**config.mk**
```make
export PLATFORM = sky130hd
export DESIGN_NAME = parity_stream
export DESIGN_NICKNAME = d
export VERILOG_FILES = /design/src/rtl/parity_pkg.sv /design/src/rtl/parity_lane_xor.sv /design/src/rtl/parity_stream.sv
export SDC_FILE = /design/constraint.sdc
export NUM_CORES = 1
export LEC_CHECK = 0
export ABC_AREA = 1
export BUFFER_PORTS_ARGS = -buffer_cell sky130_fd_sc_hd__buf_2
export CAP_MARGIN = 5
export CORE_MARGIN = 2
export CORE_UTILIZATION = 39
export CTS_CLUSTER_SIZE = 40
export DETAILED_ROUTE_END_ITERATION = 8
export PLACE_DENSITY_LB_ADDON = 0.05
export SYNTH_ARGS = -nofsm -noshare
export SYNTH_HDL_FRONTEND = slang
export SYNTH_SLANG_ARGS = --single-unit
```
**constraint.sdc**
```tcl
create_clock -name clk -period 2.7 [get_ports clk]
set_input_delay 0.135 -clock clk [delete_from_list [all_inputs] [get_ports clk]]
set_output_delay 0.135 -clock clk [all_outputs]
set_load 0.05 [all_outputs]
```
**src/rtl/parity_pkg.sv**
```systemverilog
// Shared definitions for the parity_stream slice: lane-count derivation,
// error-counter width and the per-lane parity function.
package parity_pkg;

  localparam int ERR_CNT_W  = 16;
  localparam int MAX_LANE_W = 256;

  // Default geometry; instances derive their own lane count with calc_nl().
  localparam int DEF_DATA_W = 32;
  localparam int DEF_LANE_W = 8;
  localparam int DEF_NL     = DEF_DATA_W / DEF_LANE_W;

  function automatic int calc_nl(input int data_w, input int lane_w);
    return data_w / lane_w;
  endfunction

  // Bits at or above lane_w are ignored, so callers zero-extend narrower lanes.
  function automatic logic lane_parity(input logic [MAX_LANE_W-1:0] data,
                                       input int                    lane_w,
                                       input bit                    odd);
    logic p;
    p = odd;
    for (int i = 0; i < MAX_LANE_W; i++) begin
      if (i < lane_w) p = p ^ data[i];
    end
    return p;
  endfunction

endpackage

```
**src/rtl/parity_lane_xor.sv**
```systemverilog
// Combinational parity of one LANE_W-bit lane; ODD != 0 inverts the result.
module parity_lane_xor
  import parity_pkg::*;
#(
  parameter int LANE_W = 8,
  parameter int ODD    = 0
) (
  input  logic [LANE_W-1:0] i_lane,
  output logic              o_par
);

  logic [MAX_LANE_W-1:0] w_lane_ext;

  assign w_lane_ext = MAX_LANE_W'(i_lane);
  assign o_par      = lane_parity(w_lane_ext, LANE_W, ODD != 0);

endmodule

```
**src/rtl/parity_stream.sv**
```systemverilog
// Streaming lane/packet parity generator-checker with one registered output stage.
// Optional error counter port err_cnt is enabled by defining PARITY_STREAM_ERR_CNT_EN.
module parity_stream
  import parity_pkg::*;
#(
  parameter  int DATA_W = 32,
  parameter  int LANE_W = 8,
  parameter  int ODD    = 0,
  localparam int NL     = calc_nl(DATA_W, LANE_W)
) (
  input  logic              clk,
  input  logic              rst_n,
  input  logic              in_valid,
  output logic              in_ready,
  input  logic [DATA_W-1:0] in_data,
  input  logic              in_last,
  input  logic              in_chk,
  input  logic [NL-1:0]     in_par,
  output logic              out_valid,
  input  logic              out_ready,
  output logic [DATA_W-1:0] out_data,
  output logic              out_last,
  output logic [NL-1:0]     out_lane_par,
  output logic              out_pkt_par,
  output logic              out_err,
  output logic              err_sticky,
  input  logic              err_clr
`ifdef PARITY_STREAM_ERR_CNT_EN
  ,
  output logic [ERR_CNT_W-1:0] err_cnt
`endif
);

  logic              w_accept;
  logic              w_odd;
  logic [NL-1:0]     w_lane_par;
  logic              w_pkt_par;
  logic              w_err;

  logic              r_out_valid;
  logic [DATA_W-1:0] r_out_data;
  logic              r_out_last;
  logic [NL-1:0]     r_out_lane_par;
  logic              r_out_pkt_par;
  logic              r_out_err;
  logic              r_err_sticky;
  logic              r_acc;
  logic              r_first;

  for (genvar g = 0; g < NL; g++) begin : g_lane
    parity_lane_xor #(
      .LANE_W (LANE_W),
      .ODD    (ODD)
    ) u_lane (
      .i_lane (in_data[g*LANE_W +: LANE_W]),
      .o_par  (w_lane_par[g])
    );
  end

  assign w_odd     = (ODD != 0);
  assign in_ready  = !r_out_valid || out_ready;
  assign w_accept  = in_valid && in_ready;
  // acc already carries the packet's ODD term, so it is folded in on the first beat only.
  assign w_pkt_par = r_acc ^ (^in_data) ^ (r_first & w_odd);
  assign w_err     = in_chk && (w_lane_par != in_par);

  always_ff @(posedge clk) begin
    if (!rst_n) begin
      r_out_valid    <= 1'b0;
      r_out_data     <= '0;
      r_out_last     <= 1'b0;
      r_out_lane_par <= '0;
      r_out_pkt_par  <= 1'b0;
      r_out_err      <= 1'b0;
      r_acc          <= 1'b0;
      r_first        <= 1'b1;
    end else if (w_accept) begin
      r_out_valid    <= 1'b1;
      r_out_data     <= in_data;
      r_out_last     <= in_last;
      r_out_lane_par <= w_lane_par;
      r_out_pkt_par  <= w_pkt_par;
      r_out_err      <= w_err;
      r_acc          <= in_last ? 1'b0 : w_pkt_par;
      r_first        <= in_last;
    end else if (out_ready) begin
      r_out_valid    <= 1'b0;
    end
  end

  always_ff @(posedge clk) begin
    if (!rst_n) begin
      r_err_sticky <= 1'b0;
    end else if (err_clr) begin
      r_err_sticky <= 1'b0;
    end else if (w_accept && w_err) begin
      r_err_sticky <= 1'b1;
    end
  end

  assign out_valid    = r_out_valid;
  assign out_data     = r_out_data;
  assign out_last     = r_out_last;
  assign out_lane_par = r_out_lane_par;
  assign out_pkt_par  = r_out_pkt_par;
  assign out_err      = r_out_err;
  assign err_sticky   = r_err_sticky;

`ifdef PARITY_STREAM_ERR_CNT_EN
  logic [ERR_CNT_W-1:0] r_err_cnt;

  always_ff @(posedge clk) begin
    if (!rst_n) begin
      r_err_cnt <= '0;
    end else if (err_clr) begin
      r_err_cnt <= '0;
    end else if (w_accept && w_err && (r_err_cnt != {ERR_CNT_W{1'b1}})) begin
      r_err_cnt <= r_err_cnt + 1'b1;
    end
  end

  assign err_cnt = r_err_cnt;
`endif

endmodule

```
**Yosys cells after proc, flatten, opt, wreduce, memory -nomap -nowiden**

Index checks and enable logic that the tools add are counted.

- Eq/ne operators: 1
- Muxes and demuxes: 3
- Bitwise gates (word level): 30
- Reductions and logical operators: 8

Operator list:

| cell | count |
|---|---|
| 32-bit XOR reduction | 1 |
| 1-bit XOR | 29 |
| 4-bit inequality test | 1 |
| 1-bit logical AND | 3 |
| 1-bit two-way mux | 3 |
| 2-bit nonzero test | 1 |
| 2-bit OR reduction | 1 |
| 1-bit zero test | 1 |
| 1-bit logical OR | 1 |
| 1-bit NOT | 1 |

- Bits in registers: 42
- Bits of input ports: 43
- Output and inout port bits: 42
- Logic and storage cells: 50

**Depth between registers and ports, before layout**

- Depth after elaboration: 10
- Mapped depth: 15
- Mapped depth without buffers: 15

**Modules after synthesis**

Synthesis repeated with hierarchy kept, for this count alone.

- Cell total of the unflattened synthesis: 438
- Area total of the unflattened synthesis: 2,667.6 um^2

Modules (own cells, without submodules):

| module | times used | cells each | area each (um^2) | sequential area each (um^2) |
|---|---|---|---|---|
| parity_stream | 1 | 326 | 2,142.1 | 840.8 |
| parity_lane_xor | 4 | 28 | 131.4 | 0.0 |

**Worst setup path before layout**

Ideal clock, no wire load.

- Path type: reg2reg
- From: reg r_out_valid (netlist: out_valid)
- To: reg r_out_data[27] (netlist: out_data[27])
- Library setup time: 0.128 ns
- Arrival time: 1.832 ns
- Data required time: 2.572 ns
- Path slack: 0.740 ns
- Cell stages (with the launch flop): 7
- Path buffers: 1
- Clock period less this slack: 1.960 ns
- Path through: dfxtp_1 nand2_1 nand2_1 inv_2 clkbuf_1 o21ai_0 a21oi_1

- Cells in the longest elaborated chain, start to end: 3

Ends and longest elaborated chain:

| element | RTL line | text |
|---|---|---|
| start, declared | parity_stream.sv:40 | `logic r_out_valid;` |
| start signal, assigned | parity_stream.sv:69 | `r_out_valid <= 1'b0;` |
| start signal, assigned | parity_stream.sv:78 | `r_out_valid <= 1'b1;` |
| start signal, assigned | parity_stream.sv:87 | `r_out_valid <= 1'b0;` |
| 1-bit zero test | parity_stream.sv:61 | `assign in_ready = !r_out_valid \|\| out_ready;` |
| 1-bit logical OR | parity_stream.sv:61 |  |
| named net in_ready | parity_stream.sv:14 | `output logic in_ready,` |
| 1-bit logical AND | parity_stream.sv:62 | `assign w_accept = in_valid && in_ready;` |
| end signal, assigned | parity_stream.sv:79 | `r_out_data <= in_data;` |
| end, declared | parity_stream.sv:41 | `logic [DATA_W-1:0] r_out_data;` |

The timed path passes the listed nets, and every way through them passes these cells.
A chain may end at the register's enable or synchronous reset.

**Worst setup path in the final report**

- From: reg r_out_valid (netlist: out_valid)
- To: reg r_acc

- Cells in the longest elaborated chain, start to end: 3

Ends and longest elaborated chain:

| element | RTL line | text |
|---|---|---|
| 1-bit zero test | parity_stream.sv:61 |  |
| 1-bit logical OR | parity_stream.sv:61 |  |
| 1-bit logical AND | parity_stream.sv:62 |  |
| end signal, assigned | parity_stream.sv:84 | `r_acc <= in_last ? 1'b0 : w_pkt_par;` |
| end, declared | parity_stream.sv:47 | `logic r_acc;` |

Every way passes these cells.

==> summary.md <==
| Metric | Value |
|---|---|
| Vias in the first global route | 1,874 |
| Synth Register Bits | 42 |
| Routed wire length | 5224 um |
| Initial antenna violation count | 0 |
| Commonest non-fill, non-tap cells in the layout | nand2_1 (139), buf_2 (84), dfxtp_1 (42), nor2_1 (38), o21ai_0 (34) |
| CTS Hold Bufs | 0 |
| Layout Skew | 0.003663 ns |
| Status | finished, final reports clean |
| Peak supply drop | 0.2683 mV |
| Most common cell after layout, fill and taps aside | nand2_1 |
| Num CTS Buffers | 5 |
| CP Data Arrival Time | 2.00 ns |
| Largest net degree at the start of global routing | 65 |
| Post-DP HPWL | 3806 um |
| Longest Clk Path Bufs | 2 |
| Layout cells sized above 1 | 24.66% |
| Fin area | 2806 um^2 |
| Crit path time final | 1.776 ns |
| Met3 WL post-DR | 347 um |
| H-tree depth | 2 |
| Synth Instances | 365 |
| TritonRoute pass-1 iters | 4 |
| Vias | 2,334 |
| Area growth, synth to finish | 24.40% |
| Critical path class | flip-flop to flip-flop |
| Syn_area_per_cell | 6.181 um^2 |
| Non-Filler Instances | 518 |
| Lkg Pwr | 1.610 nW |
| Area of the core | 5540 um^2 |
| Cell count after placement | 511 |
| Tot GR Track Use | 16.45% |
| Fin nets | 489 |
| Place WS | 0.9241 ns |
| Setup TNS Final | 0 ns |
| Slew Limit Headroom | 36.39% |
| Iter 0 DRT Violations | 90 |
| Hold WS | 0.07411 ns |
| Vias per cell | 4.506 |
| PD cells | 575.2 nW/um^2 |
| Peak Freq | 563.2 MHz |
| CTS tree | built |
| Clock Latency Late Sink | 0.29 ns |
| Crit path launch type | flip-flop |
| Post-CTS setup buffers | 0 |
| Reg clk slew, reported paths | 0.08 ns |
| Initial core utilization | 40.72% |
| CTS resizes | 0 |
| Final worst slack | 0.9244 ns |
| CP required | 2.92 ns |
| Die height | 80.06 um |
| Endpoints failing setup | 0 |
| Design Power | 1.614 mW |
| Worst-margin pin slew | 0.9528 ns |
| Max-slew violations | 0 |
| Fin. Hold Viols | 0 |
| Io pins | 85 |
| Unique masters post-synth | 20 |
| Final period utilization | 65.76% |
| Post-Syn Nets | 408 |
| Synth warn | 0 |
| Unrepaired setup endpoints after global routing | false |
| Placed cell areas | 2730 um^2 |
| Max Cap Viol | 0 |
| Final ANT Viol Nets | 0 |
| Top Metal Used | met4 |
| WL met1 | 2650 um |
| Placer Congestion | 0.7371 |
| CP Capture Type | flip-flop |
| Per-cell routed wire length | 10.08 um |
| Worst-path fanout max | 64 |
| Ant diodes | 0 |
| Final Util | 50.65% |
| Remaining DRCs | 0 |
| Metal2 WL | 2162 um |
| Row Count | 27 |
| Mapped Area | 2256 um^2 |
| Min-Delay Path Class | input pin to flip-flop |
| First-pass GRT wire length | 8383 um |
| Clock sinks | 42 |
| Fraction of the yosys area taken by sequential cells | 37.27% |
| Number of port buffers | 84 |
| Die footprint | 6409 um^2 |
| Root Buffer | clkbuf_8 |
| Die width | 80.06 um |
| Total gr overflow | 0 |
cell type report:
| type | count | area [um^2] |
|---|---|---|
| multi-input combinational | 273 | 1225 |
| inverter | 39 | 146.4 |
| tap | 72 | 90.09 |
| timing repair buffer | 85 | 427.9 |
| clock buffer | 7 | 76.32 |
| sequential | 42 | 840.8 |
| fill | 583 | 2734 |
cells by family after synthesis:
logic type	after synthesis	synth area share, %
AOI/OAI and AO/OA	64	14.53
xor gates and xnor gates	12	4.659
and+or+nand+nor	197	35.11
buffers and inverters	50	8.430
DFF	42	37.27
cell usage after synthesis, drive strengths merged:
library cell | instances | area share [%]
clkbuf | 7 | 1.2
dfxtp | 42 | 37
nor2 | 38 | 6.3
xor2 | 7 | 2.7
xnor2 | 5 | 1.9
or2 | 1 | 0.28
nand4 | 1 | 0.28
nand3 | 6 | 1.6
nand2 | 151 | 27
buf | 4 | 0.72
a21oi | 27 | 6.0
inv | 39 | 6.5
o211ai | 3 | 1.0
o21ai | 34 | 7.5
power breakdown:
| group | total [mW] | leakage [nW] | switching, mW | internal (mW) |
|---|---|---|---|---|
| registers | 0.693 | 0.349 | 0.0231 | 0.670 |
| clock network | 0.388 | 0.0383 | 0.210 | 0.178 |
| logic | 0.533 | 1.22 | 0.385 | 0.149 |
| total | 1.61 | 1.61 | 0.617 | 0.997 |
worst paths after layout:
check / start / endpoint / slack, ns / depth (start not counted)
worst max-delay path: out_valid / r_acc / 0.92 / 6
worst min-delay path: err_clr / err_sticky / 0.07 / 3
worst max register to register: out_valid / r_acc / 0.92 / 6
worst min register to register: err_sticky / err_sticky / 0.44 / 2
per-layer routing:
layer  up-vias  track usage, %
li1       1288               -
met1       983           22.35
met2        57           25.42
met3         6           4.382
met4         0           5.085
met5         -               0
registers in the layout, indices dropped and copies added (netlist names):
register	flops
out_pkt_par	1
out_err	1
out_valid	1
err_sticky	1
out_data	32
out_lane_par	4
out_last	1
r_acc	1
worst max-delay path: stages (launching register included):
cell and delay [ns]:
dfxtp_1 0.31, nand2_1 0.09, nand2_1 0.06, buf_4 0.19
inv_2 0.70, nand4_1 0.18, a21oi_1 0.15
(Power assumes the default switching activity.)
